`src/rtl/keypad_scanner.sv`:
```
`timescale 1ns/1ps
// keypad_scanner: scans a 4x4 active-low key matrix one row at a time,
// debounces a single key, reports its hex code with a one-cycle strobe and
// keeps a 3-bit display-select register loaded from keys 0-7.
module keypad_scanner #(
  parameter int SCAN_DIV = 16,
  parameter int DEBOUNCE = 4
) (
  input  logic       clk,
  input  logic       rst_n,
  input  logic [3:0] col_n,
  output logic [3:0] row_n,
  output logic [3:0] key_code,
  output logic       key_valid,
  output logic       key_held,
  output logic [2:0] select
);

  localparam int DIV_W = $clog2(SCAN_DIV);
  localparam int CNT_W = $clog2(DEBOUNCE + 1);

  typedef enum logic [1:0] {
    S_SCAN,
    S_DEB,
    S_HELD
  } state_t;

  state_t           state_q, state_d;
  logic [3:0]       col_meta_q, col_meta_d;
  logic [3:0]       col_s_q, col_s_d;
  logic [DIV_W-1:0] div_q, div_d;
  logic [CNT_W-1:0] cnt_q, cnt_d;
  logic [3:0]       row_n_q, row_n_d;
  logic [1:0]       col_lat_q, col_lat_d;
  logic [3:0]       key_code_q, key_code_d;
  logic             key_valid_q, key_valid_d;
  logic             key_held_q, key_held_d;
  logic [2:0]       select_q, select_d;

  logic             tick;
  logic             any_pressed;
  logic [1:0]       pressed_col;
  logic [1:0]       row_idx;
  logic [3:0]       row_next;

  assign tick     = (div_q == DIV_W'(SCAN_DIV - 1));
  assign row_next = {row_n_q[2:0], row_n_q[3]};

  // Lowest-index column pulled low on the synchronized column bus.
  always_comb begin
    any_pressed = 1'b0;
    pressed_col = 2'd0;
    for (int i = 3; i >= 0; i--) begin
      if (!col_s_q[i]) begin
        any_pressed = 1'b1;
        pressed_col = 2'(i);
      end
    end
  end

  // Index of the row currently driven low (row drive is always one-hot).
  always_comb begin
    row_idx = 2'd0;
    for (int i = 3; i >= 0; i--) begin
      if (!row_n_q[i]) begin
        row_idx = 2'(i);
      end
    end
  end

  // Next-state logic: synchronizer, dwell divider, scan/debounce/held FSM.
  always_comb begin
    col_meta_d  = col_n;
    col_s_d     = col_meta_q;
    div_d       = tick ? '0 : div_q + 1'b1;
    state_d     = state_q;
    cnt_d       = cnt_q;
    row_n_d     = row_n_q;
    col_lat_d   = col_lat_q;
    key_code_d  = key_code_q;
    key_valid_d = 1'b0;
    key_held_d  = key_held_q;
    select_d    = select_q;
    if (tick) begin
      case (state_q)
        S_SCAN: begin
          if (any_pressed) begin
            // Row stays put so the candidate key keeps being sampled.
            col_lat_d = pressed_col;
            cnt_d     = CNT_W'(1);
            state_d   = S_DEB;
          end else begin
            row_n_d = row_next;
          end
        end
        S_DEB: begin
          if (any_pressed && (pressed_col == col_lat_q)) begin
            if (cnt_q == CNT_W'(DEBOUNCE - 1)) begin
              state_d     = S_HELD;
              cnt_d       = '0;
              key_code_d  = {row_idx, col_lat_q};
              key_valid_d = 1'b1;
              key_held_d  = 1'b1;
              // Codes 0-7 live in rows 0 and 1 only.
              if (!row_idx[1]) begin
                select_d = {row_idx[0], col_lat_q};
              end
            end else begin
              cnt_d = cnt_q + 1'b1;
            end
          end else begin
            // Bounce or a different key: give up and keep scanning.
            cnt_d   = '0;
            state_d = S_SCAN;
            row_n_d = row_next;
          end
        end
        S_HELD: begin
          // Only the latched column matters; other keys in the row are ignored.
          if (col_s_q[col_lat_q]) begin
            if (cnt_q == CNT_W'(DEBOUNCE - 1)) begin
              cnt_d      = '0;
              key_held_d = 1'b0;
              state_d    = S_SCAN;
              row_n_d    = row_next;
            end else begin
              cnt_d = cnt_q + 1'b1;
            end
          end else begin
            cnt_d = '0;
          end
        end
        default: begin
          state_d = S_SCAN;
          cnt_d   = '0;
        end
      endcase
    end
  end

  // State register with asynchronous active-low reset.
  always_ff @(posedge clk or negedge rst_n) begin
    if (!rst_n) begin
      state_q     <= S_SCAN;
      col_meta_q  <= 4'b1111;
      col_s_q     <= 4'b1111;
      div_q       <= '0;
      cnt_q       <= '0;
      row_n_q     <= 4'b1110;
      col_lat_q   <= 2'd0;
      key_code_q  <= 4'd0;
      key_valid_q <= 1'b0;
      key_held_q  <= 1'b0;
      select_q    <= 3'd0;
    end else begin
      state_q     <= state_d;
      col_meta_q  <= col_meta_d;
      col_s_q     <= col_s_d;
      div_q       <= div_d;
      cnt_q       <= cnt_d;
      row_n_q     <= row_n_d;
      col_lat_q   <= col_lat_d;
      key_code_q  <= key_code_d;
      key_valid_q <= key_valid_d;
      key_held_q  <= key_held_d;
      select_q    <= select_d;
    end
  end

  assign row_n     = row_n_q;
  assign key_code  = key_code_q;
  assign key_valid = key_valid_q;
  assign key_held  = key_held_q;
  assign select    = select_q;

endmodule

```
`config.mk`:
```
export PLATFORM = sky130hd
export DESIGN_NAME = keypad_scanner
export DESIGN_NICKNAME = d
export VERILOG_FILES = /design/src/rtl/keypad_scanner.sv
export SDC_FILE = /design/constraint.sdc
export NUM_CORES = 1
export LEC_CHECK = 0
export ABC_AREA = 1
export CAP_MARGIN = 30
export CORE_AREA = 2 2 74 76
export CTS_CLUSTER_DIAMETER = 100
export CTS_CLUSTER_SIZE = 10
export DETAILED_ROUTE_END_ITERATION = 7
export DIE_AREA = 0 0 76 78
export SLEW_MARGIN = 20
export SYNTH_ARGS = -nofsm -noshare
export SYNTH_HDL_FRONTEND = slang
export SYNTH_SLANG_ARGS = --single-unit
```
`constraint.sdc`:
```
create_clock -name clk -period 4.4 [get_ports clk]
set_clock_uncertainty 0.15 [all_clocks]
set_input_delay 0.44 -clock clk [delete_from_list [all_inputs] [get_ports clk]]
set_output_delay 0.44 -clock clk [all_outputs]
set_load 0.01 [all_outputs]
```
# Word-level counts from Yosys, hierarchy flattened
# Index checks and enable logic that the tools add are counted.
[totals]
reg_bits = 32
latchBits = 0
ram_bits = 0
romBits = 0
in_bits = 6
out_inout_bits = 13
wordCells = 79
mem_count = 0
[classes]
n_addsub = 2
multipliers = 0
n_div = 0
order_cmp = 1
eq_ne = 13
n_shift = 0
muxes = 40
n_bitwise = 1
reduce_logical = 11
[ops]
columns = ["cell", "count"]
rows = [
  ["2-bit 2-to-1 mux", 13],
  ["4-bit 2-to-1 mux", 5],
  ["2-bit != test (second input constant)", 7],
  ["1-bit 2-to-1 mux", 13],
  ["3-bit 2-to-1 mux", 4],
  ["4-bit case mux with 3 select lines", 1],
  ["6-bit AND reduction", 2],
  ["5-bit AND reduction", 2],
  ["3-bit case mux with 3 select lines", 1],
  ["2-bit case mux with 3 select lines", 1],
  ["4-bit by 1-bit adder with 4-bit output (second input constant)", 1],
  ["4-bit equality test (second input constant)", 1],
  ["4-bit AND reduction", 1],
  ["3-bit by 1-bit adder with 3-bit output (second input constant)", 1],
  ["3-bit by 2-bit equality test with 1-bit output (second input constant)", 1],
  ["2-bit by 3-bit < comparator with 1-bit output (second input constant)", 1],
  ["3-bit != test (second input constant)", 1],
  ["3-bit AND reduction", 1],
  ["3-bit nonzero test", 1],
  ["1-bit binary-select mux with 2-bit select", 1],
  ["2-bit by 1-bit equality test with 1-bit output (second input constant)", 1],
  ["2-bit equality test", 1],
  ["2-bit equality test (second input constant)", 1],
  ["2-bit zero test", 1],
  ["other kinds (5)", 5],
]

# Logic depth before layout (Yosys ltp)
[logic_depth]
ltp_word = 9
mapped_depth = 11
mapped_depth_nobuf = 11

# Least setup slack after synthesis
# OpenSTA, ideal clock, no wires.
[synth_timing]
path_kind = "reg-to-reg"
startpoint = "register col_s_q[0]"
endpoint = "register select_q[2], in the netlist select[2]"
setup_time_ps = 121
arrival_time_ps = 1255
required_ps = 4129
slack_ps = 2874
path_stages_with_launch = 9
n_path_buf = 0
synth_period_minus_slack_ps = 1526
cell_sequence = "dfstp_2 -> nand2_2 -> clkinv_2 -> nand2_4 -> a21oi_4 -> and2_4 -> nand3_4 -> nand2_1 -> o21ai_1"
[synth_via]
elab_chain_len = 4
elab_cells_between_ends = 5
cone_classes = "eq/ne (1); mux (2); reduce/logical (2)"
[synth_lines]
columns = ["element", "line", "source"]
rows = [
  ["start, declared", "30", "logic [3:0] col_s_q, col_s_d;"],
  ["start signal, assigned", "158", "col_s_q <= col_s_d;"],
  ["2-bit 2-to-1 mux", "54", "if (!col_s_q[i]) begin"],
  ["2-bit equality test", "97", "if (any_pressed && (pressed_col == col_lat_q)) begin"],
  ["1-bit logical AND *", "97", ""],
  ["5-bit AND reduction (no source line) *", "-", ""],
  ["end signal, assigned", "166", "select_q <= select_d;"],
  ["end, declared", "38", "logic [2:0] select_q, select_d;"],
]
# Mark *: on every way between the ends. The rest lies on a longest branch, timed or not.
# A chain may end at the register's enable or synchronous reset.

# Worst setup path in the final report
[layout_timing]
startpoint = "register row_n_q[3], in the netlist row_n[3]"
endpoint = "output port row_n[3]"
[layout_lines]
columns = ["element", "line", "source"]
rows = [
  ["start, declared", "33", "logic [3:0] row_n_q, row_n_d;"],
  ["start signal, assigned", "161", "row_n_q <= row_n_d;"],
  ["end, declared", "12", "output logic [3:0] row_n,"],
]
# No word-level cell between the ends.

==> run metrics <==
status=completed; Syn Inst Count=157; part of the cycle the worst path needs=44.8%; initial antenna violation count=0; Worst Hold Class=reg2reg; mapped cell area=0.00150 mm²; CP arrival=1.38 ns; vias=1082; clock sinks=32; Buffers on Ports=18; maximum fanout along the worst path=5; share of the synthesized area in the top cell type=35.1%; Post-DP HPWL=2160 µm; full die area=0.00593 mm²; crit path cell chain=clkdlybuf4s50_1; final setup margin=2.43 ns; Leak=0.000867 µW; Post-Syn Nets=165; Final Hold Vio Count=0; Seq/Total Area, Yosys=54.4%; maxcap violations=0; Crit Path Class=reg2out; Worst Path Buf+Inv=1; buffer count from post-CTS setup fixing=0; Adder-Cell Fraction of Synth Area=1.67%; gr usage total=10.2%; H-tree depth=2; critical path launch point type=flop; Total Nets Final=191; Antenna Nets Post-Route=0; largest family of logic cells by synthesized area=simple AND/OR/NAND/NOR gates; f_max=508 MHz; CTS tree=done; Row Count=26; Worst-Margin Slew=0.642 ns; EDFF count, synth=0; Die W=76 µm; top_reg_cell synth=dfrtp_1; Final Max Slew Viols=0; drt drc=0; Final Setup Violations=0; Iteration-0 DRC Markers=32; Setup WS pre-CTS=2.61 ns; # diodes=0; area growth from synthesis to layout=25.6%; final worst path period need=1.97 ns; hold_buf cts=0; most common library cells after synthesis=49 x nand2_1, 21 x dfrtp_1, 13 x nand3_1, 11 x dfstp_2, 11 x inv_1; clock-pin slew on the worst setup and hold paths=0.06 ns; vias per cell=4.26; Clock Tree Buf Depth=2; vias in the first global route=986; CTS buffer count=5; WHS Path Cells=0; GPL Wtd Cong=0.779; residual overflow from global routing=0; Slew HR=57.1%; Worst path slowest cell=dfstp_2; pin count of the biggest net entering global routing=18; wire per inst=10.8 µm; top area cells in the synthesized netlist=dfrtp_1 35%, dfstp_2 19%, nand2_1 12%, nand3_1 4.3%, nand2_4 3.8%; num ports=19; height of the die=78 µm; complex-gate fraction of the synthesized area=6.85%; pwr dens=346 mW/mm²; Cell variety after synth=26; quantity of gates resized following cts=0; Ys Warns=0; Root Buffer=clkbuf_8; mux contribution to synthesized area=0%; synthesized area per cell=9.54 µm²; Crit. path cell count=1; Initial Util=29.7%; max incr delay on CP=0.57 ns; layout cell share with drive strength beyond 1=23.4%; cell family with most CP delay=flip-flops; count leader, synth=nand2_1; WP data required=3.81 ns; Reg2Reg Depth=10; Hold WS=0.206 ns; first-pass GRT wire length=4750 µm; XOR/XNOR share of the synthesized area=0.585%; worst vdd ir=0.000322 V; RSZ-0062 raised after global routing=no; core footprint=0.00504 mm²; crit end category=primary output; TritonRoute pass-1 iters=4; Post-synth ARST share=100%; worst skew pair latency=0.28 ns; Simple-Gate Fraction of Synth Area=32.7%; Synth Register Bits=32; Routed WL=2730 µm; Setup TNS=0 ns; dominant cell type by area after synthesis=dfrtp_1
final cells by class:
cell class	instances	area, µm²
clock inverters	2	35.0
clock buffers	6	72.6
flip-flops and latches	32	815
fillers	515	3160
inverters	15	57.6
repair buffers	19	188
well taps	70	87.6
multi-input cells	110	626
metal layers:
| metal | up-vias | routed length [µm] | GRT usage (%) |
|---|---|---|---|
| met3 | 7 | 113 | 3.37 |
| met2 | 24 | 1220 | 15.1 |
| li1 | 559 | - | - |
| met1 | 492 | 1330 | 13.4 |
| met4 | 0 | 72 | 5.09 |
| met5 | - | 0 | 0 |
where the power goes:
part / switching [µW] / total (µW) / internal [µW]
Clock: 98.9 / 267 / 168
Combinational: 42.0 / 65.8 / 23.8
Sequential: 11.7 / 319 / 307
Total: 153 / 651 / 499
metrics by stage:
stage | instances | power, µW | util [%] | cell area [µm²]
floorplan | 157 | 367 | - | 1500
global placement | 246 | 389 | 35.2 | 1770
detailed placement | 246 | 390 | 35.2 | 1770
CTS | 254 | 660 | 37.3 | 1880
global route | 254 | 686 | 37.3 | 1880
finish | 254 | 651 | 37.3 | 1880
placed cells by master (no fill, tap or decap), drive strengths merged:
cell	synthesis	routed
nand2	55	55
xor2	1	1
bufinv	0	1
nand4	3	3
o21a	1	1
buf	0	1
and3	1	1
nand3	17	17
dfstp	11	11
ha	2	2
a21oi	2	2
clkbuf	0	6
nor2	12	12
inv	14	14
o21ai	14	14
or2	1	1
and2	1	1
clkinv	1	2
clkdlybuf4s50	0	18
dfrtp	21	21
registers in the layout, indices dropped and copies added, names as in the netlist, 3 cells and up:
signal and cells:
select 3, div_q 4, cnt_q 3, col_s_q 4
row_n 4, col_meta_q 4, key_code 4
worst register-to-register path, delay by kind of cell (launching register included):
kind | cells | cell delay, ns
simple gates | 8 | 0.80
flops | 1 | 0.54
compound gates | 1 | 0.05
buf+inv | 1 | 0.04
kinds of logic (layout without fill, tap and decap cells):
kind of cell	Yosys count	after routing
compound gates	17	17
xor+xnor	1	1
fa+ha+maj	2	2
buf+inv	15	42
flops	32	32
simple gates	90	90
final timing paths:
kind | startpoint | to | slack [ns]
min | col_meta_q[2]$_DFF_PN1_ | col_s_q[2]$_DFF_PN1_ | 0.21
max reg2reg | col_s_q[3]$_DFF_PN1_ | select[2]$_DFFE_PN0P_ | 2.71
max in group asynchronous | rst_n | row_n[3]$_DFFE_PN1P_ | 2.96
max | row_n[3]$_DFFE_PN1P_ | row_n[3] | 2.43
min in group asynchronous | rst_n | select[0]$_DFFE_PN0P_ | 0.41
min reg2reg | col_meta_q[2]$_DFF_PN1_ | col_s_q[2]$_DFF_PN1_ | 0.21
(Power assumes the default switching activity.)
